===== config.mk =====
export PLATFORM = sky130hd
export DESIGN_NAME = rsfq_serial_add_ctrl
export DESIGN_NICKNAME = d
export VERILOG_FILES = /design/src/rtl/rsfq_serial_add_ctrl.sv
export SDC_FILE = /design/constraint.sdc
export NUM_CORES = 1
export LEC_CHECK = 0
export BUFFER_PORTS_ARGS = -buffer_cell sky130_fd_sc_hd__buf_4
export CAP_MARGIN = 20
export CORE_AREA = 2 2 84 70
export DETAILED_ROUTE_END_ITERATION = 12
export DIE_AREA = 0 0 86 72
export HOLD_SLACK_MARGIN = 0.02
export MAX_ROUTING_LAYER = met4
export PLACE_DENSITY = 0.55
export SETUP_SLACK_MARGIN = 0.02
export SLEW_MARGIN = 40
export SYNTH_ARGS = -nofsm -noshare
export SYNTH_HDL_FRONTEND = slang
export SYNTH_SLANG_ARGS = --single-unit
export TNS_END_PERCENT = 100

===== constraint.sdc =====
create_clock -name clk -period 5 [get_ports clk]
set_clock_uncertainty 0.2 [all_clocks]
set_input_delay 0.75 -clock clk [delete_from_list [all_inputs] [get_ports clk]]
set_output_delay 0.75 -clock clk [all_outputs]
set_load 0.05 [all_outputs]

===== src/rtl/rsfq_serial_add_ctrl.sv =====
// Bit-serial add sequencer feeding a pipelined 1-bit full adder, LSB first, one bit in flight.
// Define RSFQ_SADD_OVF_EN to add the signed-overflow output port ovf.
module rsfq_serial_add_ctrl #(
  parameter int WIDTH   = 8,
  parameter int ADD_LAT = 3
) (
  input  logic             clk,
  input  logic             rst,
  input  logic             in_valid,
  output logic             in_ready,
  input  logic [WIDTH-1:0] op_a,
  input  logic [WIDTH-1:0] op_b,
  input  logic             op_ci,
  output logic             out_valid,
  input  logic             out_ready,
  output logic [WIDTH-1:0] sum,
  output logic             cout,
`ifdef RSFQ_SADD_OVF_EN
  output logic             ovf,
`endif
  output logic             add_a,
  output logic             add_b,
  output logic             add_ci,
  input  logic             add_sum,
  input  logic             add_co
);

  localparam int IW = (WIDTH > 1) ? $clog2(WIDTH) : 1;
  localparam int CW = $clog2(ADD_LAT + 1);

  typedef enum logic [1:0] {
    S_IDLE  = 2'd0,
    S_ISSUE = 2'd1,
    S_WAIT  = 2'd2,
    S_DONE  = 2'd3
  } state_t;

  state_t           r_state;
  logic [WIDTH-1:0] r_a;
  logic [WIDTH-1:0] r_b;
  logic [WIDTH-1:0] r_sum;
  logic [IW-1:0]    r_idx;
  logic [CW-1:0]    r_cnt;
  logic             r_carry;
  logic             r_cout;
  logic             r_in_ready;
  logic             r_out_valid;
  logic             r_add_a;
  logic             r_add_b;
  logic             r_add_ci;
`ifdef RSFQ_SADD_OVF_EN
  logic             r_ovf;
`endif

  state_t           w_state_nxt;
  logic             w_accept;
  logic             w_capture;
  logic             w_last;
  logic [IW-1:0]    w_idx_inc;
  logic             w_add_a_nxt;
  logic             w_add_b_nxt;
  logic             w_add_ci_nxt;

  // Next state plus the bit to present to the adder in the following ISSUE cycle
  always_comb begin
    w_state_nxt  = r_state;
    w_accept     = 1'b0;
    w_capture    = 1'b0;
    w_last       = (r_idx == IW'(WIDTH - 1));
    w_idx_inc    = r_idx + IW'(1);
    w_add_a_nxt  = 1'b0;
    w_add_b_nxt  = 1'b0;
    w_add_ci_nxt = 1'b0;
    case (r_state)
      S_IDLE: begin
        if (in_valid) begin
          w_accept     = 1'b1;
          w_state_nxt  = S_ISSUE;
          w_add_a_nxt  = op_a[0];
          w_add_b_nxt  = op_b[0];
          w_add_ci_nxt = op_ci;
        end else begin
          w_state_nxt = S_IDLE;
        end
      end
      S_ISSUE: w_state_nxt = S_WAIT;
      S_WAIT: begin
        if (r_cnt == CW'(1)) begin
          w_capture = 1'b1;
          if (w_last) begin
            w_state_nxt = S_DONE;
          end else begin
            // The carry just returned by the adder feeds the next bit directly
            w_state_nxt  = S_ISSUE;
            w_add_a_nxt  = r_a[w_idx_inc];
            w_add_b_nxt  = r_b[w_idx_inc];
            w_add_ci_nxt = add_co;
          end
        end else begin
          w_state_nxt = S_WAIT;
        end
      end
      S_DONE: begin
        if (out_ready) begin
          w_state_nxt = S_IDLE;
        end else begin
          w_state_nxt = S_DONE;
        end
      end
      default: w_state_nxt = S_IDLE;
    endcase
  end

  // State, datapath and registered handshake/adder outputs
  always_ff @(posedge clk or posedge rst) begin
    if (rst) begin
      r_state     <= S_IDLE;
      r_a         <= {WIDTH{1'b0}};
      r_b         <= {WIDTH{1'b0}};
      r_sum       <= {WIDTH{1'b0}};
      r_idx       <= {IW{1'b0}};
      r_cnt       <= {CW{1'b0}};
      r_carry     <= 1'b0;
      r_cout      <= 1'b0;
      r_in_ready  <= 1'b1;
      r_out_valid <= 1'b0;
      r_add_a     <= 1'b0;
      r_add_b     <= 1'b0;
      r_add_ci    <= 1'b0;
`ifdef RSFQ_SADD_OVF_EN
      r_ovf       <= 1'b0;
`endif
    end else begin
      r_state     <= w_state_nxt;
      r_in_ready  <= (w_state_nxt == S_IDLE);
      r_out_valid <= (w_state_nxt == S_DONE);
      r_add_a     <= w_add_a_nxt;
      r_add_b     <= w_add_b_nxt;
      r_add_ci    <= w_add_ci_nxt;
      if (w_accept) begin
        r_a     <= op_a;
        r_b     <= op_b;
        r_carry <= op_ci;
        r_idx   <= {IW{1'b0}};
        r_sum   <= {WIDTH{1'b0}};
      end
      if (r_state == S_ISSUE) begin
        r_cnt <= CW'(ADD_LAT);
      end else if (r_state == S_WAIT) begin
        r_cnt <= r_cnt - CW'(1);
      end
      if (w_capture) begin
        r_sum[r_idx] <= add_sum;
        r_carry      <= add_co;
        if (w_last) begin
          r_cout <= add_co;
`ifdef RSFQ_SADD_OVF_EN
          // r_carry still holds the carry into the MSB here
          r_ovf  <= r_carry ^ add_co;
`endif
        end else begin
          r_idx <= w_idx_inc;
        end
      end
    end
  end

  assign in_ready  = r_in_ready;
  assign out_valid = r_out_valid;
  assign sum       = r_sum;
  assign cout      = r_cout;
  assign add_a     = r_add_a;
  assign add_b     = r_add_b;
  assign add_ci    = r_add_ci;
`ifdef RSFQ_SADD_OVF_EN
  assign ovf       = r_ovf;
`endif

endmodule

# Word level (Yosys, flattened, before mapping)
# Cells that the tools add are included.
[word_totals]
reg_bits = 37
latch_bits = 0
mem_bits_rw = 0
mem_bits_ro = 0
input_bits = 23
output_inout_bits = 14
wordCells = 63
mem_count = 0
[classes]
n_addsub = 2
n_mul = 0
div = 0
n_lt_le_gt_ge = 3
eq_ne = 6
n_shift = 0
mux = 35
bitwise_logic = 0
n_reduce_logical = 5
[ops]
columns = ["cell", "n"]
rows = [
  ["1-bit two-way mux", 17],
  ["8-bit two-way mux", 2],
  ["2-bit two-way mux", 5],
  ["3-bit two-way mux", 3],
  ["8-bit bitwise mux", 1],
  ["3-bit by 4-bit < comparator with 1-bit output, second input constant", 2],
  ["2-bit one-hot mux with 4 select lines", 1],
  ["1-bit binary-select mux with 3-bit select", 2],
  ["2-bit equality test, second input constant", 3],
  ["1-bit one-hot mux with 2 select lines", 3],
  ["2-bit by 1-bit equality test with 1-bit output, second input constant", 2],
  ["2-bit zero test", 2],
  ["3-bit by 1-bit adder with 3-bit output, second input constant", 1],
  ["1-bit demux with 3-bit select", 1],
  ["3-bit equality test, second input constant", 1],
  ["3-bit by 1-bit greater-or-equal comparator with 1-bit output, second input constant", 1],
  ["2-bit AND reduction", 1],
  ["2-bit nonzero test", 1],
  ["2-bit by 1-bit subtractor with 2-bit output, second input constant", 1],
  ["1-bit logical AND", 1],
]

# Logic depth before layout (Yosys ltp)
[depth]
word_depth = 6
ltp_mapped = 7
ltp_nobuf = 6

# Worst setup path after synthesis
# Ideal clock, no wire load.
[synth_path]
path_kind = "register -> register"
start = "register r_idx[0]"
end = "register r_add_a (netlist: add_a)"
setup_ps = 125
t_arrival_ps = 1605
required_ps = 4675
path_slack_ps = 3070
path_stages_with_launch = 6
path_buffers = 0
period_less_slack_ps = 1930
cell_sequence = "dfrtp_1 -> ha_1 -> inv_2 -> mux4_1 -> mux2i_1 -> o21ai_1"
[synth_via]
elab_chain_len = 6
word_cells_on_any_way = 7
cone_classes = "add/sub (1); eq/ne (1); mux (5)"
[synth_lines]
columns = ["item", "line", "rtl"]
rows = [
  ["start: declaration", "42", "logic [IW-1:0] r_idx;"],
  ["start signal: assignment", "121", "r_idx <= {IW{1'b0}};"],
  ["start signal: assignment", "144", "r_idx <= {IW{1'b0}};"],
  ["start signal: assignment", "162", "r_idx <= w_idx_inc;"],
  ["3-bit by 1-bit adder with 3-bit output", "70", "w_idx_inc = r_idx + IW'(1);"],
  ["1-bit binary-select mux with 3-bit select", "95", "w_add_a_nxt = r_a[w_idx_inc];"],
  ["1-bit two-way mux (not written as such)", "95", ""],
  ["1-bit two-way mux (*)", "90", "if (w_last) begin"],
  ["1-bit two-way mux (*)", "88", "if (r_cnt == CW'(1)) begin"],
  ["1-bit one-hot mux with 2 select lines (*)", "74", "case (r_state)"],
  ["net w_add_a_nxt", "60", "logic w_add_a_nxt;"],
  ["end signal: assignment", "137", "r_add_a <= w_add_a_nxt;"],
  ["end: declaration", "48", "logic r_add_a;"],
]
# The timed path passes the listed nets; every way through them passes the cells marked *. The select of a mux whose other input is x is not followed.
# A chain may end at the register's enable or synchronous reset.

# Worst setup path after layout
# Ends and elaborated chain as after synthesis.

==> summary.txt <==
Outcome
  • Status: completed

Floorplanning
  • # rows: 24
  • Starting Density: 0.3232
  • CORE AREA: 0.005315 mm^2
  • Num ports: 37
  • Die area: between 0.006 and 0.007 mm^2
  • Die Height: between 70 and 80 um
  • Die W: 86 um

Detailed routing
  • Wirelength per Cell: 14.06 um
  • Pre-antenna DRT Iters: 4
  • DRC viols: 0
  • Post-DRT Antenna Nets: 0
  • Detailed-route via count: 1,163
  • Vias per cell: around 4.8
  • Routed WL: 3.375 mm
  • Starting DRT DRC Count: 69

Synth
  • Syn Area/Cell: approximately 13 um^2
  • Syn. warnings: 0
  • Register area share after synthesis: 0.5397
  • Syn_nets: 165
  • Synth unique cells: 30
  • Mapped Cells: 135
  • Synth top area cells: dfrtp_1 52%, mux2_2 10%, mux4_1 6.1%
  • Netlist Area Pre-Place: 0.001718 mm^2
  • Synth Register Bits: 37
  • Top-area cell type share of the netlist area: 0.5244
  • Area leader, netlist: dfrtp_1

Setup path
  • Worst R2R Path Depth: 5
  • Setup crit start kind: flop
  • CP Class: reg -> reg
  • Crit path cell chain: ha_1 > inv_2 > mux4_1 > mux2i_1 > o21ai_1
  • Critical-path maximum fanout: 8
  • Crit-path slowest cell: mux4_1
  • Max incr delay on CP: 560 ps
  • WP data arrival: 2060 ps
  • R2R Setup Slk: 2900 ps
  • CP required: 4960 ps
  • Critical path endpoint category: flop

Global routing
  • GRT Util Overall: 0.1189
  • First-pass GRT wire length: around 5.6 mm
  • Pin count of the biggest net entering global routing: 38
  • Initial antenna violation count: 0
  • Remaining global-route overflow: 0
  • Number of global-route vias before repair: 1,203

STA
  • Rel. slew slack: 0.4874
  • Final period utilization: 0.4195
  • RSZ-0062 raised after global routing: no
  • Peak Freq: 476.8 MHz
  • Slew Viols, Final: 0
  • Setup Total Neg Slack: 0 ps
  • Setup-failing EPs final: 0
  • Min Tclk post-route: 2097 ps
  • Fin. Hold Viols: 0
  • Slew @ Worst Pin: 768.9 ps

Place
  • DP Wirelength: 2.527 mm
  • Area after DPL: 0.002053 mm^2
  • I/O Buffers: 36
  • Gp weighted congestion: 0.7495

Clock tree
  • CTS tree: built
  • Cts bufs inserted: 5
  • Post-CTS Resized: 0
  • Cts hold-fix bufs: 0
  • Clk pin slew, worst setup/hold paths: 70 ps
  • Clock latency on the worst-skew pair: 280 ps
  • Clock Tree Root: clkbuf_8
  • Clock tree sinks: 37
  • Setup bufs post-CTS: 0
  • H-Tree Depth: 2
  • Clock tree buffer depth: 2

Flow run
  • Total of max-cap violations: 0

Pwr
  • Pwr dens: 573.0 mW/mm^2
  • Worst vdd ir: 0.2165 mV
  • Leak: approximately 1.0 nW

Hold path
  • HP Class: reg -> reg
  • Worst hold stages: 2

Final layout
  • Design area: approximately 0.0022 mm^2
  • Multi-input logic area: 744.5 um^2
  • Nets: 204
  • Area delta synth->final: 25.42%
  • Most frequent cells in the layout: 37 x buf_4, 36 x dfrtp_1, 16 x mux2_2
  • Layout cell share with drive strength beyond 1: 0.3714
  • Inserted Diodes: 0
  • Commonest non-fill, non-tap cell in the layout: buf_4
  • Storage cell area: 927.1 um^2
  • Final-layout fill cell count: ~500
## cell families (layout without fill, tap and decap cells)
kind of cell | Yosys count | in the layout | share of synthesized area
buffers and inverters | 11 | 51 | 0.02695
AO/OA/AOI/OAI | 30 | 30 | 0.1202
multiplexers | 23 | 23 | 0.1835
XOR/XNOR | 1 | 1 | 0.009471
flip-flops | 37 | 37 | 0.5397
AND/OR/NAND/NOR | 26 | 26 | 0.06920
adder cells (fa/ha/maj) | 7 | 7 | 0.05098
## layout make-up
type,count,area share
well taps,65,0.03775
inverters,6,0.01045
repair buffers,37,0.1289
multi-input cells,87,0.3455
clock inverters,1,0.002323
clock buffers,7,0.04472
flip-flops and latches,37,0.4303
## critical path: cells and delay by family, from the launching register on
family          cells  cell delay, ps
mux                 2             700
buf+inv             1             110
fa+ha+maj           1             410
flops               1             480
compound gates      1              70
## worst paths after layout
kind                               start        to
worst max-delay path            r_idx[0]     add_a
worst min-delay path              r_a[0]    r_a[0]
worst max register to register  r_idx[0]     add_a
worst min register to register    r_a[0]    r_a[0]
max in group asynchronous            rst  in_ready
min in group asynchronous            rst    r_b[6]
## power breakdown
part	leakage [nW]	internal, mW	switching (mW)
logic	0.485	0.234	0.281
clock network	0.0542	0.125	0.102
registers	0.465	0.418	0.0750
total	1.00	0.776	0.458
## metal layers
layer  share of wire  track usage  up-vias
li1                -            -      572
met1            0.48       0.1554      560
met2            0.47       0.1817       28
met3           0.049      0.03868        3
met4          0.0041      0.02646        0
met5               0            -        -
## flip-flops by register name (all words and copies together), names as in the netlist
register   count
out_valid      1
add_a          1
sum            8
in_ready       1
add_b          1
r_state        2
r_idx          3
cout           1
r_a            8
r_b            8
r_cnt          2
add_ci         1
## metrics by stage
stage          cells  utilization  total power [mW]  hold slack (ps)  worst slack (ps)
3_3_place_gp     232       0.3863            0.9964            255.8              2813
6_report         240       0.4054             1.235            278.7              2903
5_1_grt          240       0.4054             1.319            326.2              2801
2_1_floorplan    135            -            0.8829            237.4              3070
3_5_place_dp     232       0.3863             1.019            268.3              2787
4_1_cts          240       0.4054             1.249            284.0              2891
## cell usage after synthesis (all sizes together)
cell type / n
mux4: 4
dfstp: 1
o21ai: 7
a21o: 1
a21oi: 4
nand3: 3
xor2: 1
o41ai: 2
ha: 7
nand4: 1
nand2b: 2
o311ai: 2
buf: 4
a22o: 1
clkbuf: 1
a21bo: 1
and2: 2
or2: 1
dfrtp: 36
o211ai: 6
nor2: 5
inv: 6
mux2: 16
nor2b: 1
o31ai: 6
mux2i: 3
nand2: 11
Power figures use the tool's default switching activity.
